==> src/rtl/or_8way_event_capture.sv <==
// Sticky 8-line event capture with registered "any event" flag, first-line index and
// saturating active-cycle counter. Define OR8_EDGE_DETECT_EN to capture rising edges only.
module or_8way_event_capture #(
  parameter int COUNT_W = 8
) (
  input  logic               clk,
  input  logic               reset,
  input  logic [7:0]         in,
  input  logic               arm,
  input  logic               clear,
  output logic               out,
  output logic [7:0]         pending,
  output logic [2:0]         first_idx,
  output logic [COUNT_W-1:0] count,
  output logic               busy,
  output logic [1:0]         dbg_state
);

  typedef enum logic [1:0] {
    ST_IDLE      = 2'd0,
    ST_ARMED     = 2'd1,
    ST_TRIGGERED = 2'd2
  } state_t;

  localparam logic [COUNT_W-1:0] COUNT_MAX = {COUNT_W{1'b1}};

  state_t             state_q, state_d;
  logic [7:0]         pending_q, pending_d;
  logic [2:0]         first_idx_q, first_idx_d;
  logic [COUNT_W-1:0] count_q, count_d;
  logic               out_q, out_d;
  logic [7:0]         cap;

`ifdef OR8_EDGE_DETECT_EN
  // Previous-cycle copy of the lines; runs in every state so edges are never stale.
  logic [7:0] in_q;

  always_ff @(posedge clk) begin
    if (reset) in_q <= 8'h00;
    else       in_q <= in;
  end

  assign cap = in & ~in_q;
`else
  assign cap = in;
`endif

  function automatic logic [2:0] lowest_set(input logic [7:0] v);
    logic [2:0] idx;
    idx = 3'd0;
    for (int i = 7; i >= 0; i--) begin
      if (v[i]) idx = 3'(i);
    end
    return idx;
  endfunction

  always_comb begin
    state_d     = state_q;
    pending_d   = pending_q;
    first_idx_d = first_idx_q;
    count_d     = count_q;
    out_d       = |pending_q;
    if (clear) begin
      state_d     = ST_IDLE;
      pending_d   = 8'h00;
      first_idx_d = 3'd0;
      count_d     = '0;
      out_d       = 1'b0;
    end else begin
      case (state_q)
        ST_IDLE: begin
          if (arm) state_d = ST_ARMED;
        end
        ST_ARMED: begin
          if (cap != 8'h00) begin
            state_d     = ST_TRIGGERED;
            pending_d   = cap;
            first_idx_d = lowest_set(cap);
            count_d     = COUNT_W'(1);
          end
        end
        ST_TRIGGERED: begin
          pending_d = pending_q | cap;
          if (cap != 8'h00 && count_q != COUNT_MAX) count_d = count_q + COUNT_W'(1);
        end
        default: state_d = ST_IDLE;
      endcase
    end
  end

  always_ff @(posedge clk) begin
    if (reset) begin
      state_q     <= ST_IDLE;
      pending_q   <= 8'h00;
      first_idx_q <= 3'd0;
      count_q     <= '0;
      out_q       <= 1'b0;
    end else begin
      state_q     <= state_d;
      pending_q   <= pending_d;
      first_idx_q <= first_idx_d;
      count_q     <= count_d;
      out_q       <= out_d;
    end
  end

  assign out       = out_q;
  assign pending   = pending_q;
  assign first_idx = first_idx_q;
  assign count     = count_q;
  assign busy      = (state_q == ST_ARMED) || (state_q == ST_TRIGGERED);
  assign dbg_state = state_q;

endmodule

==> config.mk <==
export PLATFORM = sky130hd
export DESIGN_NAME = or_8way_event_capture
export DESIGN_NICKNAME = d
export VERILOG_FILES = /design/src/rtl/or_8way_event_capture.sv
export SDC_FILE = /design/constraint.sdc
export NUM_CORES = 1
export LEC_CHECK = 0
export CAP_MARGIN = 25
export CORE_MARGIN = 8
export CORE_UTILIZATION = 45
export DETAILED_ROUTE_END_ITERATION = 6
export GPL_TIMING_DRIVEN = 0
export PLACE_DENSITY = 0.88
export SETUP_SLACK_MARGIN = 0.15
export SYNTH_ARGS = -nofsm -noshare
export SYNTH_HDL_FRONTEND = slang
export SYNTH_SLANG_ARGS = --single-unit
export TNS_END_PERCENT = 1
==> constraint.sdc <==
create_clock -name clk -period 3.3 [get_ports clk]
set_input_delay 0.66 -clock clk [delete_from_list [all_inputs] [get_ports clk]]
set_output_delay 0.66 -clock clk [all_outputs]
set_load 0.02 [all_outputs]
==> results of run 1 <==
-- critical path: stages, from the launching register on --
cell and delay, ns:
dfxtp_1 0.43, inv_1 0.09, ha_1 0.28, clkdlybuf4s50_1 0.60
-- how the worst max path moves through the flow --
stage / startpoint / cells past startpoint / to / slack [ns]
3_5_place_dp: in[3] / 6 / count[2] / 0.73
2_1_floorplan: in[3] / 5 / count[2] / 1.38
3_3_place_gp: in[3] / 6 / count[2] / 0.79
4_1_cts: dbg_state[0] / 3 / busy / 0.92
5_1_grt: dbg_state[0] / 3 / busy / 0.87
6_report: dbg_state[0] / 3 / busy / 0.93
-- report_power, final --
part	switching, uW	internal (uW)
clock network	85.3	123
registers	3.63	270
logic	36.6	34.0
total	126	426
-- sequential cells by signal, indices dropped and copies added (netlist names) --
signal / flops
pending: 8
count: 8
out: 1
dbg_state: 2
first_idx: 3
-- layer usage --
metal / GRT usage / wire [um] / vias to the layer above
li1: - / - / 528
met1: 0.166 / 1190 / 556
met2: 0.246 / 1650 / 31
met3: 0.0442 / 133 / 2
met4: 0.0354 / 10 / 0
met5: 0 / 0 / -
-- cells by family after synthesis --
| logic type | after synthesis | synth area share |
|---|---|---|
| adder cells (fa/ha/maj) | 5 | 0.0571 |
| buffers and inverters | 11 | 0.0514 |
| flip-flops | 22 | 0.402 |
| AND/OR/NAND/NOR | 34 | 0.183 |
| AO/OA/AOI/OAI | 44 | 0.307 |
-- per-stage QoR --
stage	setup WS, ns	cell area, um2	cells
2_1_floorplan	1.38	1100	116
3_3_place_gp	0.790	1470	180
3_5_place_dp	0.726	1470	180
4_1_cts	0.920	1530	184
5_1_grt	0.870	1530	184
6_report	0.929	1530	184
-- synthesized netlist by cell type, types with 2 or more instances --
master    number
o31a_1         2
nor4_1         2
or4_4          2
a22o_1         7
o21a_1         3
nand4_1        3
o41ai_1        2
a211oi_1       2
ha_1           5
dfxtp_1       22
buf_4          2
nor2_1         7
o21ai_0        5
nand3_1        4
or4_1          5
nand2_1        5
o31ai_1        4
a21oi_1       12
inv_1          7
-- area by class of cell --
cell class                      count  area (um2)
Clock inverter                      1        30.0
Buffer                              4        30.0
Fill cell                         207         861
Tap cell                           30        37.5
Timing Repair Buffer               34         340
Clock buffer                        3        22.5
Multi-Input combinational cell     83         599
Inverter                            7        26.3
Sequential cell                    22         440
==> run summary, run 1 <==
Initial DRC Count -> 67
reg2reg end -> count[6]
DRC -> 0
share of Yosys cell area claimed by the top area cell type -> 0.402
clock root buffer -> clkbuf_4
routed len/inst -> 16.2 um
commonest non-fill, non-tap cell in the layout -> clkdlybuf4s50_1
final design utilization -> 0.639
Final period util -> 0.719
Worst Path Required -> 2.64 ns
Die Wd -> 65.4 um
vias per std cell -> 6.07
peak supply drop -> 0.000305 V
CTS tree -> done
# rows -> 18
Seq/Total Area, Yosys -> 0.402
# clock sinks -> 22
die area -> 4270 um2
class of the most critical setup path -> register to primary output
final RePlAce weighted congestion -> 0.823
CTS clk-pin slew, worst paths -> 0.14 ns
reg2reg setup slack -> 1.21 ns
Die Ht -> 65.4 um
crit-path max FO -> 5
Slew Viols, Final -> 0
Vias -> 1117
Fin. Hold Viols -> 0
Crit. End Element -> primary output
drt total wl -> 2.99 mm
Clk Latency, worst-skew pair -> 0.31 ns
total gr overflow -> 0
min-delay src -> first_idx[1]
Leakage Power -> 0.000529 uW
WHS Endpoint -> first_idx[1]
Max Fclk -> 422 MHz
Synth Cell Area -> 1100 um2
share of cells above drive strength 1 -> 0.0974
starting density of the core -> 0.459
H-tree levels -> 1
area grow syn2layout -> 39.3%
startpoint types -> register
Resize count post-CTS -> 0
Mapped Nets -> 133
TritonCTS Buffers -> 3
CP arrival -> 1.71 ns
Yosys top cell by area -> dfxtp_1
Post-synth EDFFs -> 0
synthesis-stage register bit count -> 22
Mean Syn Cell Area -> 9.45 um2
setup TNS -> 0 ns
reg2reg start -> dbg_state[0]
Hold Crit Depth -> 2
CTS Hold Buffers Added -> 0
fin crit period -> 2.37 ns
max-cap violation count -> 0
Hold WS -> 0.466 ns
ANT cells -> 0
IO buf count -> 34
unrepaired setup endpoints after global routing -> false
R2R cell count -> 7
max_slew headroom -> 0.563
# IOs -> 35
Power Total -> 552 uW
first-pass GRT wire length -> 4.99 mm
Worst Max-Slew Pin Slew -> 0.649 ns
pin count of the biggest net entering global routing -> 14
Setup Buffers After CTS -> 0
DP HPWL -> 2.30 mm
CTS Buffer Depth -> 2
NumNets Final -> 172
vias in the first global route -> 1066
CORE AREA -> 2390 um2
Antenna Violating Nets Remaining -> 0
commonest cells after routing, fill and taps aside -> 34 x clkdlybuf4s50_1, 22 x dfxtp_1, 12 x a21oi_1
Synth cell types -> 34
Hold WC Path Type -> register to register
final setup violation count -> 0
pwr/cell area -> 362 nW/um2
Global Route Usage Sum -> 0.142
clk_skew -> 0.0160 ns
yosys warns -> 0
drt pass-1 iters -> 4
Async SR Flop Fraction -> 0
synth top area cells -> dfxtp_1 40%, ha_1 5.7%, a22o_1 5.6%, a21oi_1 5.5%, or4_1 3.4%
ys flop type -> dfxtp_1
initial antenna violation count -> 0
run status -> finished, final reports clean
Post-Syn Instances -> 116
Power figures use the tool's default switching activity.
==> run 2: changes to the inputs <==
--- a/config.mk
+++ b/config.mk
@@ -7,10 +7,10 @@
 export LEC_CHECK = 0
 export CAP_MARGIN = 25
 export CORE_MARGIN = 8
-export CORE_UTILIZATION = 45
+export CORE_UTILIZATION = 41
 export DETAILED_ROUTE_END_ITERATION = 6
 export GPL_TIMING_DRIVEN = 0
-export PLACE_DENSITY = 0.88
+export PLACE_DENSITY = 0.85
 export SETUP_SLACK_MARGIN = 0.15
 export SYNTH_ARGS = -nofsm -noshare
 export SYNTH_HDL_FRONTEND = slang
==> constraint.sdc (replaced) <==
create_clock -name clk -period 2 [get_ports clk]
set_input_delay 0.4 -clock clk [delete_from_list [all_inputs] [get_ports clk]]
set_output_delay 0.4 -clock clk [all_outputs]
set_load 0.02 [all_outputs]
==> run summary, run 2 (same netlist as run 1, synthesis figures left out) <==
run status -> finished, final reports clean
crit-path max FO -> 4
CTS clk-pin slew, worst paths -> 0.12 ns
Leakage Power -> 0.000584 uW
clk_skew -> 0.000752 ns
setup TNS -> 0 ns
total area of sequential cells -> 445 um2
DP HPWL -> 2.25 mm
# rows -> 18
startpoint types -> input pin
final setup violation count -> 0
max-cap violation count -> 0
Die Ht -> 67.7 um
Global Route Usage Sum -> 0.132
cell chain of the critical path -> clkdlybuf4s50_1 -> or4_4 -> o31a_1 -> a211oi_2 -> a41o_1
Multi-input gate area -> 604 um2
IO buf count -> 34
reg2reg setup slack -> 0.19 ns
CORE AREA -> 2500 um2
Worst Max-Slew Pin Slew -> 0.530 ns
vias per std cell -> 5.92
class of the most critical setup path -> input pin to register
starting density of the core -> 0.438
CP arrival -> 2.12 ns
slowest CP cell -> or4_4
CTS tree -> done
drt total wl -> 3.00 mm
Die Wd -> 67.7 um
final RePlAce weighted congestion -> 0.809
worst setup margin -> 0.143 ns
commonest non-fill, non-tap cell in the layout -> clkdlybuf4s50_1
CTS Buffer Depth -> 2
H-tree levels -> 1
pin count of the biggest net entering global routing -> 13
# fillers -> 214
R2R cell count -> 5
# IOs -> 35
commonest cells after routing, fill and taps aside -> 28 x clkdlybuf4s50_1, 20 x dfxtp_1, 12 x a21oi_1
total gr overflow -> 0
unrepaired setup endpoints after global routing -> true
Antenna Violating Nets Remaining -> 0
first-pass GRT wire length -> 4.82 mm
Hold Crit Depth -> 2
Design Area, Final -> 1550 um2
peak supply drop -> 0.000507 V
slowest cell delay on critical path -> 0.56 ns
CTS Hold Buffers Added -> 0
Hold WC Path Type -> input pin to register
Final period util -> 0.929
Worst Path Required -> 2.26 ns
ANT cells -> 0
routed len/inst -> 16.1 um
Initial DRC Count -> 52
fin crit period -> 1.86 ns
initial antenna violation count -> 0
Crit. End Element -> register
share of cells above drive strength 1 -> 0.141
Vias -> 1101
Post-Place Worst Slack -> -0.300 ns
Max Fclk -> 538 MHz
vias in the first global route -> 1086
DP Area -> 1480 um2
NumNets Final -> 174
Slew Viols, Final -> 0
Fin. Hold Viols -> 0
DRC -> 0
drt pass-1 iters -> 4
Clk Latency, worst-skew pair -> 0.31 ns
max_slew headroom -> 0.645
clock root buffer -> clkbuf_4
TritonCTS Buffers -> 3
area grow syn2layout -> 41.6%
pwr/cell area -> 525 nW/um2
# clock sinks -> 22
die area -> 4580 um2
run 2: cell count changes in the layout (fill, tap and decap cells not counted), sizes merged:
cell	change
dlygate4sd2	+1
clkbuf	+1
dlymetal6s2s	+5
clkdlybuf4s50	-6
bufinv	-1
buf	+2
run 2: worst paths after layout:
| kind | startpoint | end |
|---|---|---|
| worst max-delay path | in[1] | dbg_state[1] |
| worst min-delay path | in[0] | first_idx[0] |
| worst max register to register | dbg_state[1] | count[5] |
| worst min register to register | first_idx[1] | first_idx[1] |
run 2: cell type report:
| cell class | instances | share of cell area |
|---|---|---|
| multi-input combinational | 83 | 0.390 |
| tap | 30 | 0.0242 |
| buffer | 4 | 0.0226 |
| sequential | 22 | 0.287 |
| timing repair buffer | 36 | 0.236 |
| clock buffer | 4 | 0.0234 |
| inverter | 7 | 0.0169 |
run 2: routing by layer:
layer	wire length [um]	global-route usage
met1	1170	0.142
met2	1570	0.232
met3	222	0.0497
met4	36	0.0444
met5	0	0
run 2: critical path: cells and delay by family:
family | cells | cell delay (ns)
AO/OA/AOI/OAI | 3 | 0.68
AND/OR/NAND/NOR | 1 | 0.56
buffers and inverters | 1 | 0.47
run 2: timing repair:
action | in CTS | in global routing
cloned | 0 | 0
gates resized for setup | 1 | 13
endpoints found under the setup margin | 19 | 23
buffers inserted | 0 | 2
pin swaps | 0 | 6
run 2: power by group:
part	internal [uW]	leakage, uW	total, uW	switching (uW)
registers	444	0.000179	450	5.99
logic	57.7	0.000384	119	60.8
clock network	111	0.0000210	246	134
run 2: through the flow:
stage,power [uW],hold slack (ns),std cells,utilization
finish,814,0.376,186,0.621
floorplan,519,0.501,116,-
global route,849,0.385,186,0.621
global placement,573,0.443,180,0.590
detailed placement,576,0.456,180,0.590
CTS,816,0.473,184,0.604
==> run 3: changes to the inputs <==
--- a/config.mk
+++ b/config.mk
@@ -11,7 +11,6 @@
 export DETAILED_ROUTE_END_ITERATION = 6
 export GPL_TIMING_DRIVEN = 0
 export PLACE_DENSITY = 0.85
-export SETUP_SLACK_MARGIN = 0.15
 export SYNTH_ARGS = -nofsm -noshare
 export SYNTH_HDL_FRONTEND = slang
 export SYNTH_SLANG_ARGS = --single-unit
==> run summary, run 3 (same netlist as run 1, synthesis figures left out) <==
run status -> finished, final reports clean
drt pass-1 iters -> 4
unrepaired setup endpoints after global routing -> false
Die Ht -> 67.7 um
Reg power frac -> 0.587
H-tree levels -> 1
CP arrival -> 2.17 ns
Worst Max-Slew Pin Slew -> 0.518 ns
Vias -> 1055
vias in the first global route -> 1039
die area -> 4580 um2
Power Total -> 768 uW
DP HPWL -> 2.25 mm
Worst Path Required -> 2.25 ns
final design utilization -> 0.601
final RePlAce weighted congestion -> 0.812
CTS Buffer Depth -> 2
Fin. Hold Viols -> 0
initial antenna violation count -> 0
NumNets Final -> 172
total gr overflow -> 0
Layout Cells excl Fill -> 183
switching power -> 197 uW
# rows -> 18
Resize count post-CTS -> 2
pwr/cell area -> 511 nW/um2
clk_skew -> 0.00327 ns
# fillers -> 224
routed len/inst -> 15.9 um
vias per std cell -> 5.77
clock share of power -> 0.264
share of cells above drive strength 1 -> 0.105
drt total wl -> 2.91 mm
final setup violation count -> 0
clock root buffer -> clkbuf_4
max-cap violation count -> 0
starting density of the core -> 0.438
commonest cells after routing, fill and taps aside -> 33 x clkdlybuf4s50_1, 22 x dfxtp_1, 12 x a21oi_1
CTS tree -> done
IO buf count -> 34
Crit. End Element -> register
DRC -> 0
Leakage Power -> 0.000522 uW
Hold WC Path Type -> register to register
commonest non-fill, non-tap cell in the layout -> clkdlybuf4s50_1
Comb pwr share -> 0.149
CTS Hold Buffers Added -> 0
internal power -> 571 uW
Post-Place Cells -> 180
Max Fclk -> 520 MHz
Global Route Usage Sum -> 0.125
crit-path max FO -> 9
Antenna Violating Nets Remaining -> 0
ANT cells -> 0
area grow syn2layout -> 37.1%
Die Wd -> 67.7 um
class of the most critical setup path -> input pin to register
CORE AREA -> 2500 um2
startpoint types -> input pin
# IOs -> 35
Setup Buffers After CTS -> 0
fin crit period -> 1.92 ns
max_slew headroom -> 0.653
TritonCTS Buffers -> 3
Slew Viols, Final -> 0
Final period util -> 0.961
Clk Latency, worst-skew pair -> 0.30 ns
# clock sinks -> 22
pin count of the biggest net entering global routing -> 12
first-pass GRT wire length -> 4.60 mm
switching share of power -> 0.256
peak supply drop -> 0.000362 V
Initial DRC Count -> 41
CTS clk-pin slew, worst paths -> 0.12 ns
run 3: changes by cell type in the layout (fill, tap and decap cells not counted), moves of 2 or more:
cell / before / now
dfxtp_1: 20 / 22
dlymetal6s2s_1: 5 / 0
buf_4: 3 / 1
clkdlybuf4s50_1: 28 / 33
run 3: layout make-up:
type                    count  area [um2]  area share
plain buffers               4        35.0      0.0233
clock buffers               3        22.5      0.0150
inverters                   7        26.3      0.0175
multi-input cells          83         602       0.400
flip-flops and latches     22         440       0.293
well taps                  30        37.5      0.0250
repair buffers             34         339       0.226
run 3: critical path, cell delays in order:
cell and delay, ns:
clkdlybuf4s50_1 0.47, or4_4 0.62, o21ai_4 0.24, o21a_1 0.14, buf_4 0.16, a22o_1 0.15
run 3: metrics by stage:
| stage | hold slack (ns) | area (um2) | TNS [ns] | worst slack (ns) |
|---|---|---|---|---|
| after floorplan | 0.501 | 1100 | 0 | 0.0829 |
| after global placement | 0.443 | 1470 | -3.88 | -0.246 |
| after detailed placement | 0.450 | 1470 | -4.24 | -0.311 |
| after CTS | 0.468 | 1500 | 0 | 0.0126 |
| after global routing | 0.494 | 1500 | 0 | 0.00447 |
| final | 0.461 | 1500 | 0 | 0.0781 |
run 3: power groups by stage:
stage               registers (uW)  clock network (uW)  logic, uW
floorplan                      468                   0       51.0
global placement               460                   0        112
detailed placement             461                   0        114
CTS                            451                 206        114
global route                   452                 221        124
finish                         451                 202        115
run 3: worst paths after layout:
path | from | to | slack, ns | cells past startpoint
setup / recovery | in[3] | pending[5] | 0.08 | 6
hold / removal | first_idx[1] | first_idx[1] | 0.46 | 2
setup reg to reg | dbg_state[0] | count[6] | 0.10 | 7
hold reg to reg | first_idx[1] | first_idx[1] | 0.46 | 2
run 3: per-layer routing:
layer | part of all wire | vias to the layer above | global-route usage
li1 | - | 522 | -
met1 | 0.41 | 492 | 0.148
met2 | 0.51 | 39 | 0.206
met3 | 0.074 | 2 | 0.0348
met4 | 0.0045 | 0 | 0.0548
met5 | 0 | - | 0
==> edit (config.mk and constraints of run 3) <==
`COUNT_W`: 8 -> 7.
--- a/src/rtl/or_8way_event_capture.sv
+++ b/src/rtl/or_8way_event_capture.sv
@@ -2,5 +2,5 @@
 // saturating active-cycle counter. Define OR8_EDGE_DETECT_EN to capture rising edges only.
 module or_8way_event_capture #(
-  parameter int COUNT_W = 8
+  parameter int COUNT_W = 7
 ) (
   input  logic               clk,
Ports: changed (resized count); port bits go from 35 to 34. The function was not compared with the original's and may differ.
==> edit against run 3 <==
Fmax is 1.2% lower. Area after synthesis is 7.4% lower. Worst setup slack worse by 0.024 ns. Sequential power is 4.4% lower. Sequential share of layout area is 0.56 points higher. Power is 2.3% lower. Sequential cell count is 1 lower. Utilization is 1.7 points lower. Hold slack better by 0.011 ns. Wire length is 5.0% lower. First-iteration DRC count is 12% lower. Final area is 6.3% lower. Critical endpoint is now pending[7]. Highest routed layer unchanged.
==> edit: results (changes against run 3) <==
[metrics] share of cells above drive strength 1: 7.69% (-2.8 points)
[metrics] 1st-iter DRT viols: 36 (-12%)
[metrics] highest-delay cell along the critical path: sky130_fd_sc_hd__or4_4
[metrics] origin of the worst setup path: in[3]
[metrics] gate family responsible for the most delay along the worst path: compound AO/OA/AOI/OAI gates
[metrics] highest net fanout along the worst path: 8 (-1)
[metrics] P_leak: 0.000499 µW (-4.5%)
[metrics] worst r2r dst: count[3]
[metrics] number of inserted diodes: 0 (unchanged)
[metrics] number of cell instances on the worst register-to-register path: 6 (-1)
[metrics] length of routed met2 wiring: 1.41 mm (-5.9%)
[metrics] total number of yosys warnings: 0 (unchanged)
[metrics] path type of the worst min-delay path: flip-flop to flip-flop
[metrics] end point of the critical path: pending[7]
[metrics] met1 routed wirelength after detailed routing: 1.19 mm (+1.0%)
[metrics] Post-Route Skew: 0.0103 ns (+0.00707 ns)
[metrics] biggest area contributors in the synthesized netlist: sky130_fd_sc_hd__dfxtp_1, sky130_fd_sc_hd__a22o_1, sky130_fd_sc_hd__ha_1
[metrics] number of buffers inserted by port buffering: 33 (-2.9%)
[metrics] setup slack of the worst register-to-register path: 0.20 ns (+0.10 ns)
[metrics] Met3 Routed Length: 104 µm (-52%)
[metrics] Via-to-Cell Ratio: 5.90 (+2.3%)
[metrics] Worst R2R Start: dbg_state[0]
[metrics] count of distinct cell types in the synthesized netlist: 30 (-12%)
[metrics] insertion delay to the later sink of the worst-skew pair: 0.31 ns
[metrics] buffers inserted by post-CTS timing repair: 0 (unchanged)
[metrics] sequential share of the synthesized area: 41.4% (+1.2 points)
[metrics] detailed-placement wirelength estimate: 2.15 mm (-4.5%)
[metrics] library cell used as clock root buffer: sky130_fd_sc_hd__clkbuf_4
[metrics] placer's final routability congestion estimate: 0.779 (-4.1%)
[metrics] Bufs on Longest Clock Path: 2 (unchanged)
[metrics] Max VDD drop: 359 µV (-0.93%)
[metrics] Post-Synthesis Net Count: 124 (-6.8%)
[metrics] worst endpoint data arrival time: 2.19 ns (+0.02 ns)
[metrics] most instantiated cells after synthesis: sky130_fd_sc_hd__dfxtp_1, sky130_fd_sc_hd__a21oi_1, sky130_fd_sc_hd__a22o_1
[metrics] net count of the finished layout: 161 (-6.4%)
[metrics] outcome: finished clean
[metrics] Gates resized, CTS repair: 1 (-1)
[metrics] remaining max-slew budget at the tightest pin: 61.5% (-3.8 points)
[metrics] global-route wire length before repair: 4.90 mm (+6.5%)
[metrics] number of global-route vias before repair: 1064 (+2.4%)
[metrics] Routed wire per std cell: 16.0 µm (+0.47%)
[metrics] maximum number of pins on one net before global-route repair: 13 (+1)
[metrics] Overall Global Routing Usage: 13.8% (+1.3 points)
edit: cell types whose count changed after synthesis, moves of 2 or more:
cell	delta
sky130_fd_sc_hd__nand2_1	-2
sky130_fd_sc_hd__o21a_1	-3
sky130_fd_sc_hd__buf_4	-2
sky130_fd_sc_hd__nor4_1	+2
sky130_fd_sc_hd__nand3_1	+2
sky130_fd_sc_hd__o21ai_0	-2
edit: power breakdown:
| part | leakage, µW | internal (µW) | switching, µW |
|---|---|---|---|
| registers | 0.000170 | 425 | 6.12 |
| logic | 0.000311 | 52.2 | 59.9 |
| clock network | 0.0000177 | 74.6 | 133 |
edit: worst min-delay path by stage:
stage | endpoint | slack (ns) | depth (start not counted)
after CTS | first_idx[1] | 0.48 | 2
after detailed placement | first_idx[1] | 0.46 | 2
final | first_idx[1] | 0.47 | 2
after global placement | first_idx[1] | 0.44 | 2
after floorplan | first_idx[0] | 0.50 | 1
after global routing | first_idx[1] | 0.51 | 2
edit: worst register-to-register path: stages (launching register included):
cell,delay [ns]
sky130_fd_sc_hd__dfxtp_1,0.43
sky130_fd_sc_hd__inv_1,0.09
sky130_fd_sc_hd__ha_1,0.34
sky130_fd_sc_hd__nand4_1,0.17
sky130_fd_sc_hd__nor2_2,0.09
sky130_fd_sc_hd__or4_1,0.48
sky130_fd_sc_hd__a21oi_1,0.14
edit: metal layers:
metal / vias up / track usage (%)
li1: 500 / -
met1: 492 / 16.0
met2: 22 / 24.0
met5: - / 0
met3: 6 / 3.23
met4: 0 / 5.18
edit: logic make-up (layout without fill, tap and decap cells):
logic type / Yosys count / count (layout) / share of synthesized area [%]
flip-flops: 21 / 21 / 41.4
AO/OA/AOI/OAI: 40 / 40 / 30.8
AND/OR/NAND/NOR: 33 / 33 / 18.6
buffers and inverters: 8 / 44 / 2.96
adder cells (fa/ha/maj): 5 / 5 / 6.17
edit: stage by stage:
step	setup slack (ns)	total power (µW)	cell area (µm²)	cells
3_5_place_dp	-0.231	553	1380	170
4_1_cts	0.0648	751	1410	174
3_3_place_gp	-0.196	549	1380	170
2_1_floorplan	0.133	494	1010	107
6_report	0.0545	751	1410	173
5_1_grt	0.0149	787	1410	173
edit: cell type report:
class	count	area (µm²)
Fill cell	200	1000
Multi-Input combinational cell	78	567
Sequential cell	21	420
Timing Repair Buffer	33	329
Tap cell	30	37.5
Clock buffer	3	22.5
Inverter	6	22.5
Clock inverter	1	5.00
Buffer	1	3.75
